===== src/rtl/txd_quad.sv =====
// Four-byte serial transmitter: on send, shifts t1..t4 out as back-to-back
// UART frames (start, 8 data LSB first, optional parity, stop) at 8 ticks per bit.
module txd_quad #(
  parameter logic [15:0] BAUD_DIV = 16'h0516
) (
  input  logic       clk,
  input  logic       rst_n,
  input  logic       send,
  input  logic [7:0] t1,
  input  logic [7:0] t2,
  input  logic [7:0] t3,
  input  logic [7:0] t4,
  input  logic       parity_en,
  input  logic       parity_kind,
  output logic       txd,
  output logic       busy,
  output logic       done
);

  typedef enum logic [2:0] {
    S_IDLE   = 3'd0,
    S_START  = 3'd1,
    S_DATA   = 3'd2,
    S_PARITY = 3'd3,
    S_STOP   = 3'd4
  } state_t;

  state_t          state_q, state_d;
  logic [15:0]     div_q, div_d;
  logic [2:0]      tick_cnt_q, tick_cnt_d;
  logic [2:0]      bit_idx_q, bit_idx_d;
  logic [1:0]      byte_idx_q, byte_idx_d;
  logic [3:0][7:0] bytes_q, bytes_d;
  logic            par_en_q, par_en_d;
  logic            par_kind_q, par_kind_d;
  logic            txd_q, txd_d;
  logic            busy_q, busy_d;
  logic            done_q, done_d;

  logic            tick;
  logic            last_tick;
  logic [7:0]      cur_byte_d;

  assign tick      = (state_q != S_IDLE) && (div_q == BAUD_DIV - 16'd1);
  assign last_tick = tick && (tick_cnt_q == 3'd7);

  always_comb begin
    state_d    = state_q;
    div_d      = div_q;
    tick_cnt_d = tick_cnt_q;
    bit_idx_d  = bit_idx_q;
    byte_idx_d = byte_idx_q;
    bytes_d    = bytes_q;
    par_en_d   = par_en_q;
    par_kind_d = par_kind_q;
    done_d     = 1'b0;

    if (state_q == S_IDLE) begin
      div_d      = 16'd0;
      tick_cnt_d = 3'd0;
      if (send) begin
        bytes_d    = {t4, t3, t2, t1};
        par_en_d   = parity_en;
        par_kind_d = parity_kind;
        bit_idx_d  = 3'd0;
        byte_idx_d = 2'd0;
        state_d    = S_START;
      end
    end else begin
      div_d = tick ? 16'd0 : div_q + 16'd1;
      if (tick) tick_cnt_d = tick_cnt_q + 3'd1;
    end

    // Every non-idle state ends on its 8th tick.
    if (last_tick) begin
      case (state_q)
        S_START: begin
          state_d   = S_DATA;
          bit_idx_d = 3'd0;
        end
        S_DATA: begin
          if (bit_idx_q == 3'd7) state_d = par_en_q ? S_PARITY : S_STOP;
          else                   bit_idx_d = bit_idx_q + 3'd1;
        end
        S_PARITY: state_d = S_STOP;
        S_STOP: begin
          if (byte_idx_q == 2'd3) begin
            state_d = S_IDLE;
            done_d  = 1'b1;
          end else begin
            byte_idx_d = byte_idx_q + 2'd1;
            bit_idx_d  = 3'd0;
            state_d    = S_START;
          end
        end
        default: state_d = S_IDLE;
      endcase
    end
  end

  // txd is registered, so it is derived from the next-state values.
  always_comb begin
    cur_byte_d = bytes_d[byte_idx_d];
    busy_d     = (state_d != S_IDLE);
    case (state_d)
      S_START:  txd_d = 1'b0;
      S_DATA:   txd_d = cur_byte_d[bit_idx_d];
      S_PARITY: txd_d = par_kind_d ^ (^cur_byte_d);
      default:  txd_d = 1'b1;
    endcase
  end

  always_ff @(posedge clk or negedge rst_n) begin
    if (!rst_n) begin
      state_q    <= S_IDLE;
      div_q      <= 16'd0;
      tick_cnt_q <= 3'd0;
      bit_idx_q  <= 3'd0;
      byte_idx_q <= 2'd0;
      bytes_q    <= '0;
      par_en_q   <= 1'b0;
      par_kind_q <= 1'b0;
      txd_q      <= 1'b1;
      busy_q     <= 1'b0;
      done_q     <= 1'b0;
    end else begin
      state_q    <= state_d;
      div_q      <= div_d;
      tick_cnt_q <= tick_cnt_d;
      bit_idx_q  <= bit_idx_d;
      byte_idx_q <= byte_idx_d;
      bytes_q    <= bytes_d;
      par_en_q   <= par_en_d;
      par_kind_q <= par_kind_d;
      txd_q      <= txd_d;
      busy_q     <= busy_d;
      done_q     <= done_d;
    end
  end

  assign txd  = txd_q;
  assign busy = busy_q;
  assign done = done_q;

endmodule


===== config.mk =====
export PLATFORM = sky130hd
export DESIGN_NAME = txd_quad
export DESIGN_NICKNAME = d
export VERILOG_FILES = /design/src/rtl/txd_quad.sv
export SDC_FILE = /design/constraint.sdc
export NUM_CORES = 1
export LEC_CHECK = 0
export CAP_MARGIN = 0
export CORE_UTILIZATION = 56
export CTS_CLUSTER_SIZE = 28
export DETAILED_ROUTE_END_ITERATION = 7
export PLACE_DENSITY = 0.91
export SYNTH_ARGS = -nofsm -noshare
export SYNTH_HDL_FRONTEND = slang
export SYNTH_SLANG_ARGS = --single-unit

===== constraint.sdc =====
create_clock -name clk -period 4.76 [get_ports clk]
set_input_delay 1.428 -clock clk [delete_from_list [all_inputs] [get_ports clk]]
set_output_delay 1.428 -clock clk [all_outputs]
set_load 0.05 [all_outputs]

==> results of run 1 <==
[power groups by stage]
stage | registers [mW] | logic [mW] | clock network, mW
after global placement | 0.713 | 0.396 | 0
after detailed placement | 0.722 | 0.417 | 0
after global routing | 0.725 | 0.463 | 0.513
after CTS | 0.714 | 0.427 | 0.488
after floorplan | 0.709 | 0.307 | 0
final | 0.714 | 0.426 | 0.482
[through the flow]
step,setup WS (ns),util (%)
final,0.517,70.6
after global routing,0.390,70.6
after CTS,0.533,70.6
after detailed placement,0.205,66.9
after global placement,0.390,66.9
after floorplan,0.986,-
[per-layer routing]
layer	routed length, µm	GRT usage (%)	vias to the layer above
met5	0	0	-
met2	3450	38.6	100
met1	3180	34.5	1213
met4	241	13.9	0
met3	377	4.25	24
li1	-	-	1190
[Yosys cell counts (7+ instances only)]
cell type / count / share of area, %
nor3_1: 8 / 1.2
xnor2_1: 7 / 1.9
nand2_1: 52 / 5.9
o32ai_1: 10 / 2.7
xor2_1: 12 / 3.2
ha_1: 7 / 2.7
a21oi_1: 18 / 2.7
dfrtp_1: 63 / 48
nor2_1: 22 / 2.5
clkbuf_1: 7 / 0.80
nand3_1: 9 / 1.4
mux2i_1: 7 / 2.1
mux2_2: 28 / 9.5
[path summary, 6_finish.rpt]
kind	depth (start not counted)	from	to	slack, ns
worst min-delay path	2	bytes_q[1]$_DFF_PN0_	bytes_q[1]$_DFF_PN0_	0.47
min in group asynchronous	1	rst_n	bytes_q[6]$_DFF_PN0_	1.12
worst max register to register	10	state_q[2]$_DFF_PN0_	txd$_DFF_PN1_	0.84
worst min register to register	2	bytes_q[1]$_DFF_PN0_	bytes_q[1]$_DFF_PN0_	0.47
worst max-delay path	11	send	txd$_DFF_PN1_	0.52
max in group asynchronous	2	rst_n	txd$_DFF_PN1_	2.70
[registers in the layout, summed over array words and instances (netlist names)]
| register | cells |
|---|---|
| bytes_q | 32 |
| div_q | 16 |
| bit_idx_q | 3 |
| state_q | 3 |
| tick_cnt_q | 3 |
| byte_idx_q | 2 |
| busy | 1 |
| done | 1 |
| par_en_q | 1 |
| par_kind_q | 1 |
| txd | 1 |
[kinds of logic (layout without fill, tap and decap cells)]
kind of cell | Yosys count | after routing
AOI/OAI and AO/OA | 47 | 47
xor gates and xnor gates | 21 | 21
adders and majority gates | 7 | 7
buffers and inverters | 19 | 67
DFF | 64 | 64
muxes | 35 | 35
and+or+nand+nor | 119 | 119
[cell type report]
cell class	count	area, µm²	share of cell area [%]
multi-input combinational	229	1600	40.5
sequential	64	1600	40.5
timing repair buffer	46	438	11.1
clock buffer	10	138	3.48
tap	72	90.1	2.27
clock inverter	6	68.8	1.74
inverter	5	18.8	0.474
[placed cells by master (no fill, tap or decap), drive strengths merged, types with 3 or more instances in the layout]
master,instances
buf,8
ha,7
inv,5
clkinvlp,4
nand3,9
nor3,9
xnor2,8
nand2,54
and2,3
and3,5
o32ai,10
clkbuf,10
nor2,22
dfrtp,63
o21ai,5
xor2,12
mux2i,7
a21oi,18
clkdlybuf4s50,38
mux2,28
or3,4
[worst register-to-register path: cells and delay by family, from the launching register on]
family / cells / cell delay (ns)
AND/OR/NAND/NOR: 4 / 1.59
AO/OA/AOI/OAI: 3 / 1.05
XOR/XNOR: 3 / 0.72
flip-flops: 1 / 0.49
==> impl_metrics.csv, run 1 <==
group,metric,value,unit
run_status,status,"complete, no violations",
timing,finalCritPeriodShare,89.1,%
critical_path,cpMostUsedCell,"o32ai_1",
global_routing,grt_max_degree,35,
critical_path,slowest_stage,"clkdlybuf4s50_1",
power_and_ir_drop,power_frac_clock,29.7,%
power_and_ir_drop,vdd_drop_max,0.000214,V
route,routed_wl,7250,µm
critical_path,path_class,"in2reg",
route,ant_nets,0,
global_routing,antenna_found_initial,0,
yosys,synth.mux.area_fraction,11.7,%
critical_path,cpPeakStageDelay,0.52,ns
yosys,synthXorXnorAreaFrac,6.21,%
critical_path,cp_cell_sequence,"clkdlybuf4s50_1 -> and2_1 -> buf_4 -> mux2_2 -> o32ai_1 -> o32ai_1 -> xnor2_1 -> xnor2_2 -> xnor3_1 -> and3_1 -> a211o_1",
final_layout,fillers,402,
timing,rsz0062_at_grt,"false",
die,io_pins,40,
cts,ctsResizeCount,0,
cts,clk_latency,0.36,ns
yosys,async_flop_share,100,%
timing,worst_pin_slew,0.807,ns
final_layout,diodes,0,
die,dieHeight,78.8,µm
yosys,syn_inst,312,
yosys,synthAdderAreaFrac,2.65,%
timing,fmax,0.236,GHz
critical_path,cp-start-kind,"primary input",
final_layout,drive_above_1_share,17.8,%
die,initial_utilization,58.9,%
global_routing,grt_pass1_wl,11800,µm
timing,slew_violations,0,
timing,whs,0.470,ns
cts,cts.sinks,64,
timing,hold_viol,0,
critical_path,end_kind,"register",
route,num_vias,2527,
die,coreArea,0.00561,mm²
placed_design,gp_congestion,0.888,
yosys,synth_compound_area_share,9.77,%
yosys,synth_ff_type,"dfrtp_1",
cts,cts-root-buf,"clkbuf_8",
timing,fin_tns_setup,0,ns
yosys,synthesis.area,0.00330,mm²
power_and_ir_drop,p_int,1.14,mW
cts,postCtsSetupBuffers,0,
die,die-area,0.00621,mm²
cts,cts-buffers-inserted,9,
power_and_ir_drop,power_density,410,mW/mm²
yosys,synth.avg_cell_area,10.6,µm²
placed_design,dpl_cell_area,0.00375,mm²
power_and_ir_drop,power.total,1.62,mW
final_layout,final_cell_count_no_fill,432,
die,row_count,27,
route,drtIter0Drc,276,
route,first_pass_iters,4,
critical_path,worstPathRequired,5.04,ns
timing,relSlewSlack,46.0,%
run,cap_violations,0,
final_layout,syn_to_final_growth,19.9,%
power_and_ir_drop,pwr-share-comb,26.3,%
final_layout,fin_nets,399,
critical_path,crit_family,"compound AO/OA/AOI/OAI gates",
yosys,yosysUniqueCellTypes,51,
yosys,yosysWarnings,0,
route,vias_per_cell,5.85,
placed_design,dp.cells,416,
cts,path_clk_slew,0.07,ns
final_layout,fin_area,0.00396,mm²
placed_design,port_buffers,39,
timing,setup_viol,0,
min_path,hp-class,"reg2reg",
yosys,synthesis.nets,356,
critical_path,path_max_fanout,17,
critical_path,crit_buf_inv,2,
cts,hold_buffers,0,
timing,finClkSkew,0.0119,ns
global_routing,grt_usage,25.3,%
cts,cts_tree,"done",
placed_design,place_hpwl,5030,µm
cts,cts_max_level,3,
yosys,synth_edf_count,0,
die,die_w,78.8,µm
power_and_ir_drop,p_leak,1.77,nW
timing,period_needed,4.24,ns
global_routing,grt_pass1_vias,2442,
critical_path,critPathArrivalTime,4.52,ns
yosys,yosysSeqAreaShare,48.5,%
power_and_ir_drop,swShare,29.7,%
route,wire_per_inst,16.8,µm
power_and_ir_drop,power_switching,0.482,mW
yosys,synth_top_family_by_area,"simple AND/OR/NAND/NOR gates",
yosys,synthSimpleGateAreaFrac,18.3,%
global_routing,overflow,0,
yosys,synth_seq_cells,64,
power_and_ir_drop,power_frac_seq,44.0,%
cts,clockBufferDepth,2,
route,drc,0,
No activity file was read; power rests on OpenSTA's default activity.
==> run 2: changes to the inputs <==
--- a/config.mk
+++ b/config.mk
@@ -10,6 +10,7 @@
 export CTS_CLUSTER_SIZE = 28
 export DETAILED_ROUTE_END_ITERATION = 7
 export PLACE_DENSITY = 0.91
+export SETUP_SLACK_MARGIN = 0.5
 export SYNTH_ARGS = -nofsm -noshare
 export SYNTH_HDL_FRONTEND = slang
 export SYNTH_SLANG_ARGS = --single-unit
==> run 2 against run 1 <==
Effect of this change: via count up 1.3%; die area unchanged; critical path type unchanged; global-route usage unchanged; clock skew up 0.0023 ns; wire length up 3.1%; sequential power about the same; non-clock buffer count unchanged; final cell count unchanged; largest power group unchanged; sequential cell count unchanged.
==> impl_metrics.csv, run 2 (synthesis gave the netlist of run 1 again) <==
group,metric,value,unit
placed_design,port_buffers,39,
placed_design,place_hpwl,5030,µm
final_layout,fillers,389,
run_status,status,"complete, no violations",
route,wire_per_inst,17.3,µm
route,vias_per_cell,5.92,
timing,worst_slack,0.583,ns
global_routing,grt_max_degree,35,
cts,clockBufferDepth,2,
die,io_pins,40,
critical_path,end_kind,"register",
timing,setup_viol,0,
cts,cts.sinks,64,
cts,cts_max_level,3,
critical_path,path_class,"in2reg",
critical_path,cp-start-kind,"primary input",
timing,period_needed,4.18,ns
cts,hold_buffers,0,
cts,clk_latency,0.37,ns
die,die-area,0.00621,mm²
die,coreArea,0.00561,mm²
power_and_ir_drop,power_density,409,mW/mm²
route,num_vias,2559,
final_layout,utilization,71.5,%
timing,relSlewSlack,45.0,%
placed_design,pre_cts_slack,0.205,ns
power_and_ir_drop,p_leak,1.79,nW
min_path,hold_depth,2,
global_routing,grt_pass1_wl,11800,µm
cts,cts-buffers-inserted,9,
route,first_pass_iters,5,
timing,worst_pin_slew,0.819,ns
min_path,hp-class,"reg2reg",
final_layout,regMostFlops,"bytes_q",
die,row_count,27,
route,ant_nets,0,
critical_path,path_max_fanout,17,
die,initial_utilization,58.9,%
route,drtIter0Drc,422,
timing,finClkSkew,0.0142,ns
global_routing,grt_pass1_vias,2442,
critical_path,worstPathRequired,5.05,ns
cts,cts_tree,"done",
route,routed_wl,7480,µm
final_layout,final_common_cell,"dfrtp_1",
placed_design,gp_congestion,0.888,
run,cap_violations,0,
die,die_w,78.8,µm
placed_design,dpl_cell_area,0.00375,mm²
die,dieHeight,78.8,µm
timing,hold_viol,0,
final_layout,final_cell_mix,"63 x dfrtp_1, 52 x nand2_1, 38 x clkdlybuf4s50_1",
critical_path,critPathArrivalTime,4.47,ns
cts,path_clk_slew,0.07,ns
cts,cts-root-buf,"clkbuf_8",
power_and_ir_drop,vdd_drop_max,0.000222,V
timing,whs,0.471,ns
timing,finalCritPeriodShare,87.7,%
critical_path,reg2regPathDepth,10,
power_and_ir_drop,power.total,1.64,mW
timing,fin_tns_setup,0,ns
critical_path,reg2reg_slack,0.92,ns
final_layout,drive_above_1_share,19.7,%
timing,rsz0062_at_grt,"false",
cts,ctsResizeCount,0,
final_layout,reg_top3,"bytes_q x32, div_q x16",
global_routing,overflow,0,
final_layout,diodes,0,
global_routing,antenna_found_initial,0,
final_layout,final_cell_count_no_fill,432,
route,drc,0,
final_layout,fin_area,0.00401,mm²
final_layout,largest_register_ffs,32,
global_routing,grt_usage,25.3,%
final_layout,syn_to_final_growth,21.4,%
timing,fmax,0.239,GHz
cts,postCtsSetupBuffers,0,
final_layout,fin_nets,399,
placed_design,dp.cells,416,
timing,slew_violations,0,
[run 2: worst paths after layout]
| path | startpoint | to |
|---|---|---|
| max reg2reg | state_q[2]$_DFF_PN0_ | txd$_DFF_PN1_ |
| max | send | txd$_DFF_PN1_ |
| min | bytes_q[1]$_DFF_PN0_ | bytes_q[1]$_DFF_PN0_ |
| min reg2reg | bytes_q[1]$_DFF_PN0_ | bytes_q[1]$_DFF_PN0_ |
| max in group asynchronous | rst_n | txd$_DFF_PN1_ |
| min in group asynchronous | rst_n | bytes_q[6]$_DFF_PN0_ |
[run 2: final cells by class]
type	instances	area (µm²)	area share, %
inverter	5	18.8	0.468
sequential	64	1600	40.0
clock buffer	10	138	3.43
timing repair buffer	46	442	11.0
clock inverter	6	68.8	1.72
multi-input combinational	229	1650	41.1
tap	72	90.1	2.25
[run 2: critical path: stages]
cell	delay, ns
clkdlybuf4s50_1	0.52
and2_1	0.21
buf_6	0.20
mux2_2	0.37
o32ai_1	0.37
o32ai_2	0.16
xnor2_1	0.27
xnor2_2	0.17
xnor3_1	0.32
and3_1	0.19
a211o_1	0.27
[run 2: where the power goes]
| group | internal (mW) | switching (mW) | leakage (nW) |
|---|---|---|---|
| Clock | 0.256 | 0.232 | 0.0907 |
| Sequential | 0.661 | 0.0525 | 0.811 |
| Combinational | 0.229 | 0.209 | 0.886 |
| Total | 1.15 | 0.493 | 1.79 |
[run 2: layer usage]
layer  global-route usage, %  wire length (µm)  part of all wire, %  vias to the layer above
met5                       0                 0                    0                        -
met3                    4.25               368                  4.9                       25
met1                    34.5              3210                   43                     1248
li1                        -                 -                    -                     1192
met4                    13.9               250                  3.3                        0
met2                    38.6              3650                   49                       94
